## src/rtl/alu_chain_ctrl_if.sv

```systemverilog
`default_nettype none
// ============================================================================
// Module      : alu_chain_ctrl_if
// Description : Bundles the host request/response and ALU word signals of
//               alu_chain_ctrl.
//               Host side : start, op, opA, opB -> busy, done, result,
//                           carry_out, zero
//               ALU side  : alu_a, alu_b, alu_ctrl, alu_flag_in -> alu_y,
//                           alu_flags {C, Z}
//               slave  : the chain controller
//               master : the host plus the external ALU
// Revision    : 1.0 - initial release
// ============================================================================
interface alu_chain_ctrl_if #(
    parameter int N = 8,
    parameter int W = 4
);
    logic             start;
    logic             op;
    logic [N*W-1:0]   opA;
    logic [N*W-1:0]   opB;
    logic             busy;
    logic             done;
    logic [N*W-1:0]   result;
    logic             carry_out;
    logic             zero;
    logic [N-1:0]     alu_a;
    logic [N-1:0]     alu_b;
    logic [3:0]       alu_ctrl;
    logic             alu_flag_in;
    logic [N-1:0]     alu_y;
    logic [1:0]       alu_flags;

    modport slave (
        input  start, op, opA, opB, alu_y, alu_flags,
        output busy, done, result, carry_out, zero,
               alu_a, alu_b, alu_ctrl, alu_flag_in
    );

    modport master (
        output start, op, opA, opB, alu_y, alu_flags,
        input  busy, done, result, carry_out, zero,
               alu_a, alu_b, alu_ctrl, alu_flag_in
    );
endinterface
`default_nettype wire

```

## src/rtl/alu_chain_ctrl.sv

```systemverilog
`default_nettype none
// ============================================================================
// Module      : alu_chain_ctrl
// Description : Performs an N*W-bit add or subtract by sequencing an external
//               N-bit ALU one word per cycle, LSW first, chaining the carry.
//               Ports:
//                 clk   - rising-edge clock
//                 rst_n - asynchronous active-low reset (release synchronised)
//                 bus   - alu_chain_ctrl_if.slave (host + ALU signals)
// Revision    : 1.0 - initial release
// ============================================================================
module alu_chain_ctrl #(
    parameter int N = 8,
    parameter int W = 4
) (
    input  wire logic        clk,
    input  wire logic        rst_n,
    alu_chain_ctrl_if.slave  bus
);
    localparam int              c_IW       = $clog2(W);
    localparam logic [c_IW-1:0] c_IDX_LAST = c_IW'(W - 1);
    localparam logic [3:0]      c_CTRL_ADD = 4'h3;
    localparam logic [3:0]      c_CTRL_SUB = 4'h4;

    typedef enum logic [1:0] {
        S_IDLE = 2'd0,
        S_RUN  = 2'd1,
        S_DONE = 2'd2
    } state_t;

    // Reset asserts immediately; release passes through two flops so every
    // downstream flop leaves reset on the same clean edge.
    logic [1:0] r_rst_sync;
    logic       w_rst_n;

    always_ff @(posedge clk or negedge rst_n) begin
        if (!rst_n) r_rst_sync <= 2'b00;
        else        r_rst_sync <= {r_rst_sync[0], 1'b1};
    end
    assign w_rst_n = r_rst_sync[1];

    state_t            r_state;
    state_t            w_next;
    logic [c_IW-1:0]   r_idx;
    logic              r_cr;
    logic              r_za;
    logic              r_op;
    logic [N*W-1:0]    r_a;
    logic [N*W-1:0]    r_b;
    logic [N*W-1:0]    r_result;
    logic              r_carry_out;
    logic              r_zero;

    always_ff @(posedge clk or negedge w_rst_n) begin
        if (!w_rst_n) r_state <= S_IDLE;
        else          r_state <= w_next;
    end

    always_comb begin
        w_next          = r_state;
        bus.busy        = 1'b0;
        bus.done        = 1'b0;
        bus.alu_a       = '0;
        bus.alu_b       = '0;
        bus.alu_ctrl    = 4'h0;
        bus.alu_flag_in = 1'b0;
        case (r_state)
            S_IDLE: begin
                if (bus.start) w_next = S_RUN;
            end
            S_RUN: begin
                bus.busy        = 1'b1;
                bus.alu_a       = r_a[int'(r_idx)*N +: N];
                bus.alu_b       = r_b[int'(r_idx)*N +: N];
                bus.alu_ctrl    = r_op ? c_CTRL_SUB : c_CTRL_ADD;
                bus.alu_flag_in = r_cr;
                if (r_idx == c_IDX_LAST) w_next = S_DONE;
            end
            S_DONE: begin
                bus.busy = 1'b1;
                bus.done = 1'b1;
                w_next   = S_IDLE;
            end
            default: w_next = S_IDLE;
        endcase
    end

    always_ff @(posedge clk or negedge w_rst_n) begin
        if (!w_rst_n) begin
            r_idx       <= '0;
            r_cr        <= 1'b0;
            r_za        <= 1'b1;
            r_op        <= 1'b0;
            r_a         <= '0;
            r_b         <= '0;
            r_result    <= '0;
            r_carry_out <= 1'b0;
            r_zero      <= 1'b0;
        end else begin
            case (r_state)
                S_IDLE: begin
                    if (bus.start) begin
                        r_a   <= bus.opA;
                        r_b   <= bus.opB;
                        r_op  <= bus.op;
                        r_idx <= '0;
                        // Subtract is A + ~B + 1, so the chain starts with carry=1.
                        r_cr  <= bus.op;
                        r_za  <= 1'b1;
                    end
                end
                S_RUN: begin
                    r_result[int'(r_idx)*N +: N] <= bus.alu_y;
                    r_cr <= bus.alu_flags[1];
                    r_za <= r_za & bus.alu_flags[0];
                    if (r_idx == c_IDX_LAST) begin
                        r_idx       <= '0;
                        // Published separately so flags hold through the
                        // next start and reset to 0 while za resets to 1.
                        r_carry_out <= bus.alu_flags[1];
                        r_zero      <= r_za & bus.alu_flags[0];
                    end else begin
                        r_idx <= r_idx + 1'b1;
                    end
                end
                default: ;
            endcase
        end
    end

    assign bus.result    = r_result;
    assign bus.carry_out = r_carry_out;
    assign bus.zero      = r_zero;

endmodule
`default_nettype wire

```

## src/flat_wrapper.sv

```systemverilog
// flat-port wrapper written by rule: the top's interface ports become plain ports
module alu_chain_ctrl_flat 
#(
    parameter int N = 8,
    parameter int W = 4
)
  (clk, rst_n, bus_start, bus_op, bus_opA, bus_opB, bus_alu_y, bus_alu_flags, bus_busy, bus_done, bus_result, bus_carry_out, bus_zero, bus_alu_a, bus_alu_b, bus_alu_ctrl, bus_alu_flag_in);
  alu_chain_ctrl_if #(.N(N), .W(W)) bus_i ();
  input  wire logic clk;
  input  wire logic rst_n;
  input wire logic [$bits(bus_i.start)-1:0] bus_start;
  input wire logic [$bits(bus_i.op)-1:0] bus_op;
  input wire logic [$bits(bus_i.opA)-1:0] bus_opA;
  input wire logic [$bits(bus_i.opB)-1:0] bus_opB;
  input wire logic [$bits(bus_i.alu_y)-1:0] bus_alu_y;
  input wire logic [$bits(bus_i.alu_flags)-1:0] bus_alu_flags;
  output wire logic [$bits(bus_i.busy)-1:0] bus_busy;
  output wire logic [$bits(bus_i.done)-1:0] bus_done;
  output wire logic [$bits(bus_i.result)-1:0] bus_result;
  output wire logic [$bits(bus_i.carry_out)-1:0] bus_carry_out;
  output wire logic [$bits(bus_i.zero)-1:0] bus_zero;
  output wire logic [$bits(bus_i.alu_a)-1:0] bus_alu_a;
  output wire logic [$bits(bus_i.alu_b)-1:0] bus_alu_b;
  output wire logic [$bits(bus_i.alu_ctrl)-1:0] bus_alu_ctrl;
  output wire logic [$bits(bus_i.alu_flag_in)-1:0] bus_alu_flag_in;
  assign bus_i.start = bus_start;
  assign bus_i.op = bus_op;
  assign bus_i.opA = bus_opA;
  assign bus_i.opB = bus_opB;
  assign bus_i.alu_y = bus_alu_y;
  assign bus_i.alu_flags = bus_alu_flags;
  assign bus_busy = bus_i.busy;
  assign bus_done = bus_i.done;
  assign bus_result = bus_i.result;
  assign bus_carry_out = bus_i.carry_out;
  assign bus_zero = bus_i.zero;
  assign bus_alu_a = bus_i.alu_a;
  assign bus_alu_b = bus_i.alu_b;
  assign bus_alu_ctrl = bus_i.alu_ctrl;
  assign bus_alu_flag_in = bus_i.alu_flag_in;
  alu_chain_ctrl #(.N(N), .W(W)) u_core (.clk(clk), .rst_n(rst_n), .bus(bus_i));
endmodule
```

## config.mk

```make
export PLATFORM = sky130hd
export DESIGN_NAME = alu_chain_ctrl_flat
export DESIGN_NICKNAME = d
export VERILOG_FILES = /design/src/rtl/alu_chain_ctrl_if.sv /design/src/rtl/alu_chain_ctrl.sv /design/src/flat_wrapper.sv
export SDC_FILE = /design/constraint.sdc
export NUM_CORES = 1
export LEC_CHECK = 0
export ABC_AREA = 1
export CAP_MARGIN = 10
export CORE_UTILIZATION = 48
export DETAILED_ROUTE_END_ITERATION = 10
export GPL_TIMING_DRIVEN = 0
export PLACE_DENSITY = 0.8
export SLEW_MARGIN = 20
export SYNTH_ARGS = -nofsm -noshare
export SYNTH_HDL_FRONTEND = slang
export SYNTH_SLANG_ARGS = --single-unit
export TNS_END_PERCENT = 30
```

## constraint.sdc

```tcl
create_clock -name clk -period 5.94 [get_ports clk]
set_input_delay 0.891 -clock clk [delete_from_list [all_inputs] [get_ports clk]]
set_output_delay 0.891 -clock clk [all_outputs]
set_load 0.1 [all_outputs]
```

-- Word-level counts from Yosys, hierarchy flattened
Index checks and enable logic that the tools add are counted.
- logic and storage cells: 48
- bits in latches: 0
- register bits after elaboration: 107
- RAM bits: 0
- memories kept: 0
- input port bits: 78
- memory bits (read-only): 0
- output and inout bits: 57
- div/mod/pow operators: 0
- mux-type cells: 18
- shifts and indexed selects: 4
- order comparisons: 0
- multipliers: 0
- bitwise gates (word level): 1
- add/subtract/negate cells: 2
- reductions and logical operators: 7
- eq/ne operators: 5
- operators with widths (operator ; number):
    $shiftx A32 B6 Y8 ; 2
    $neg A5 Y33 ; 1
    $shift A8 B33 Y32 const A ; 1
    $shiftx A8 B33 Y32 ; 1
    $bwmux W32 ; 1
    $mux W8 ; 2
    $mux W2 ; 4
    $pmux W2 S2 ; 2
    $reduce_and A2 Y1 ; 4
    $mux W1 ; 5
    $eq A2 B2 Y1 const B ; 2
    $mux W4 ; 1
    $pmux W1 S2 ; 2
    $mux W3 ; 1
    $add A2 B1 Y2 const B ; 1
    $eq A2 B1 Y1 const B ; 1
    $logic_not A2 Y1 ; 1
    $ne A2 B1 Y1 const B ; 1
    $ne A2 B2 Y1 const B ; 1
    $reduce_bool A2 Y1 ; 1
    $reduce_or A2 Y1 ; 1
    $and A1 B1 Y1 ; 1

-- Logic depth before layout (Yosys ltp)
Gate-level depths: netlist of the first run.
- word-level depth: 3
- gate-level depth with buffers: 9
- depth with buffers taken out: 6

-- Worst setup path before layout of the first run
No wires, ideal clock.
- path type: register to output
- start point: reg u_core.r_state[1]
- end point: out bus_alu_ctrl[1]
- setup slack: 2.186 ns
- arrival time: 2.863 ns
- data required time: 5.049 ns
- stages on the path, launching flop included: 9
- path buffers: 4
- cells stage by stage: dfrtp_1 > inv_1 > ha_1 > buf_4 > inv_1 > buf_2 > buf_2 > nor2_1 > buf_4
- cells in the longest elaborated chain, start to end: 2
- RTL lines (item ; line ; RTL):
    from (decl) ; alu_chain_ctrl.sv:42 ; state_t r_state;
    from (signal assigned) ; alu_chain_ctrl.sv:56 ; else r_state <= w_next;
    $eq A2 B1 Y1 ; alu_chain_ctrl.sv:67 ; case (r_state)
    $mux W4 ; alu_chain_ctrl.sv:67 ;
    to (decl) ; flat_wrapper.sv:24 ; output wire logic [$bits(bus_i.alu_ctrl)-1:0] bus_alu_ctrl;
Every way passes these cells.

-- Worst setup path in the final report of the first run
Same ends and word-level chain as after synthesis.

==> impl_metrics.json, run 1 <==
{
  "status": "finished clean",
  "ios": 135,
  "initial_core_util": 0.4995,
  "synth-main-ff-cell": "dfrtp_1",
  "synth_cell_types": 20,
  "cts_tree": "done",
  "syn_area_per_cell_um2": 8.094,
  "min_period_over_period": 0.6613,
  "core_area_um2": 9819,
  "fmax_mhz": 254.6,
  "clockBufferDepth": 2,
  "arrival_ps": 3040,
  "dieWidth_um": 103.1,
  "postCtsSetupBuffers": 0,
  "syn2layout_area_growth_pct": 34.69,
  "cp_num_buf_inv": 7,
  "detail-route-antenna-nets": 0,
  "synth_top_family_by_area": "simple AND/OR/NAND/NOR gates",
  "routedWlPerCell_um": 14.10,
  "tightest_slew_ps": 1015,
  "drive_gt1_frac": 0.06349,
  "clk-insertion-delay-late_ps": 370,
  "grt_pass1_vias": 4458,
  "cp_slowest_cell": "clkdlybuf4s50_1",
  "rsz0062_at_grt": "false",
  "slew_headroom": 0.3212,
  "cp-end-kind": "output pin",
  "clock_sinks": 107,
  "yosysTopAreaCellShare": 0.5408,
  "drv_slew": 0,
  "grt_pass1_wl_um": 20430,
  "grt_max_degree": 55,
  "yosys.area.top_type": "dfrtp_1",
  "crit_required_ps": 5050,
  "wl_um": 12530,
  "post-synth-top-count-cell": "nand2_1",
  "nets": 839,
  "vias": 4552,
  "multi_input_area_um2": 1734,
  "fin_crit_ps": 3928,
  "die_h_um": 103.1,
  "port_buffers": 133,
  "ys_ff_latch": 107,
  "synth_area_leaders": "dfrtp_1 54%, nand2_1 9.9%, a21oi_1 8.3%",
  "crit_type": "reg -> out",
  "synth-edff-count": 0,
  "cp_max_fo": 10,
  "gp_congestion": 0.8461,
  "dr.pass1.iters": 5,
  "grt_overflow": 0,
  "timing.max_cap.violations": 0,
  "place_hpwl_um": 9633,
  "worstHoldPathType": "reg -> reg",
  "crit_path_start_kind": "flop",
  "fillers": 832,
  "syn_area_um2": 4905,
  "critPathMaxStageDelay_ps": 1110,
  "path_delay_family": "buffers and inverters",
  "cts-buffers-inserted": 9,
  "async_flop_share": 1.000,
  "holdBufCountCts": 0,
  "cts_root_buf": "clkbuf_8",
  "yosys_warnings": 0,
  "antenna_cells": 0,
  "antenna_found_initial": 0,
  "synth_common_cells": "129 x nand2_1, 106 x dfrtp_1, 85 x inv_1",
  "cp_cell_sequence": "inv_1, ha_1, buf_4, inv_1, buf_2, buf_2, nor2_1, buf_4, clkdlybuf4s50_1",
  "synth-compound-area-share": 0.1270,
  "cts.clk_slew.worst_paths_ps": 100,
  "synth-xor-area-share": 0,
  "drc": 0,
  "ys_seq_area_frac": 0.5462,
  "finalHoldViolations": 0,
  "syn_nets": 694,
  "muxShareOfSynthArea": 0,
  "rows": 36,
  "setup_viol": 0,
  "regArea_um2": 2683,
  "htreeDepth": 3,
  "final.setup.tns_ps": 0,
  "dieArea_um2": 10630,
  "finClkSkew_ps": 9.487,
  "synthCells": 606,
  "first_iter_violations": 244,
  "yosys.area_share.adder": 0.02551,
  "track_usage": 0.2539,
  "cts_resized": 0,
  "synthSimpleGateAreaFrac": 0.1995,
  "viasPerCell": 5.120
}
-- cell usage in the layout (no fill, tap or decap), types with 2 or more instances in the layout --
cell | Yosys | final
clkdlybuf4s50_1 | 0 | 133
nand2_1 | 129 | 129
dfrtp_1 | 106 | 105
inv_1 | 85 | 85
a21oi_1 | 81 | 81
nor2_1 | 74 | 74
nand3_1 | 37 | 37
o21ai_0 | 36 | 36
buf_2 | 21 | 21
ha_1 | 10 | 10
clkbuf_8 | 0 | 10
clkbuf_1 | 6 | 9
buf_4 | 5 | 5
nand2_2 | 3 | 3
inv_2 | 2 | 2
nand4_1 | 2 | 2
o22ai_1 | 2 | 2
o21ai_1 | 2 | 2
conb_1 | 2 | 2
clkinvlp_4 | 0 | 2
-- cell type report --
type,instances,area share
inverters,87,0.04943
plain buffers,32,0.02500
clock buffers,13,0.02254
multi-input cells,380,0.2625
well taps,133,0.02519
clock inverters,3,0.003598
flip-flops and latches,107,0.4061
repair buffers,134,0.2057
-- per-stage QoR --
| stage | setup WS [ps] | hold WS [ps] | std cells | utilization | cell area, um^2 |
|---|---|---|---|---|---|
| 6_report | 2012 | 358.4 | 889 | 0.6728 | 6606 |
| 5_1_grt | 1895 | 378.2 | 889 | 0.6728 | 6606 |
| 4_1_cts | 1996 | 362.7 | 889 | 0.6728 | 6606 |
| 3_5_place_dp | 2411 | 343.4 | 873 | 0.6552 | 6434 |
| 3_3_place_gp | 1749 | 335.6 | 872 | 0.6520 | 6402 |
| 2_1_floorplan | 2186 | 331.2 | 606 | - | 4905 |
-- state kept, by name, indices dropped and copies added, names as in the netlist --
register,flops
u_core.bus.result,32
u_core.r_za,1
u_core.r_b,32
u_core.r_state,2
u_core.bus.zero,1
u_core.bus.carry_out,1
u_core.r_rst_sync,2
u_core.r_op,1
u_core.r_a,32
u_core.r_cr,1
u_core.r_idx,2
-- worst reg2reg max path: stages (launching register included) --
cell	delay, ps
dfrtp_1	430
buf_2	200
inv_2	150
buf_4	230
ha_1	160
buf_2	170
inv_1	90
nor2_1	140
nand2_1	170
o21ai_0	200
-- logic make-up after synthesis --
group,Yosys count
AND/OR/NAND/NOR,245
adder cells (fa/ha/maj),10
buffers and inverters,119
other,2
flip-flops,107
AO/OA/AOI/OAI,123
-- routing by layer --
layer	wire length (um)	track usage	vias up	share of wire
li1	-	-	2172	-
met1	5255	0.3247	2144	0.42
met2	6112	0.4292	205	0.49
met3	855	0.03525	31	0.068
met4	308	0.1181	0	0.025
met5	0	0	-	0
-- path summary, 6_finish.rpt --
check / cells past startpoint / end / slack [ps] / startpoint
hold reg to reg: 0 / u_core.r_rst_sync[1]$_DFF_PN0_ / 360 / u_core.r_rst_sync[0]$_DFF_PN0_
hold / removal: 0 / u_core.r_rst_sync[1]$_DFF_PN0_ / 360 / u_core.r_rst_sync[0]$_DFF_PN0_
max in group asynchronous: 1 / u_core.r_b[5]$_DFFE_PN0P_ / 4880 / u_core.r_rst_sync[1]$_DFF_PN0_
min in group asynchronous: 0 / u_core.bus.result[24]$_DFFE_PN0P_ / 370 / u_core.r_rst_sync[1]$_DFF_PN0_
setup reg to reg: 9 / u_core.bus.result[2]$_DFFE_PN0P_ / 3930 / u_core.r_idx[1]$_DFFE_PN0P_
setup / recovery: 9 / bus_alu_ctrl[1] / 2010 / u_core.r_state[1]$_DFFE_PN0P_
Power of run 1 is not shown: default switching activity piles up to over one toggle a cycle in this logic, so the estimate is an artifact.
==> inputs of run 2 (changes only) <==
==> constraint.sdc (replaced) <==
create_clock -name clk -period 3.85 [get_ports clk]
set_input_delay 0.5775 -clock clk [delete_from_list [all_inputs] [get_ports clk]]
set_output_delay 0.5775 -clock clk [all_outputs]
set_load 0.1 [all_outputs]
==> results of run 2 <==
Same layout as run 1 (identical final DEF). Status: finished clean.
Among the figures that moved: setup slack after placement 2411 ps -> 634.1 ps; setup slack after layout 2012 ps -> 235.6 ps; register-to-register setup slack 3930 ps -> 1840 ps
Power of run 2 is left out for the same reason.
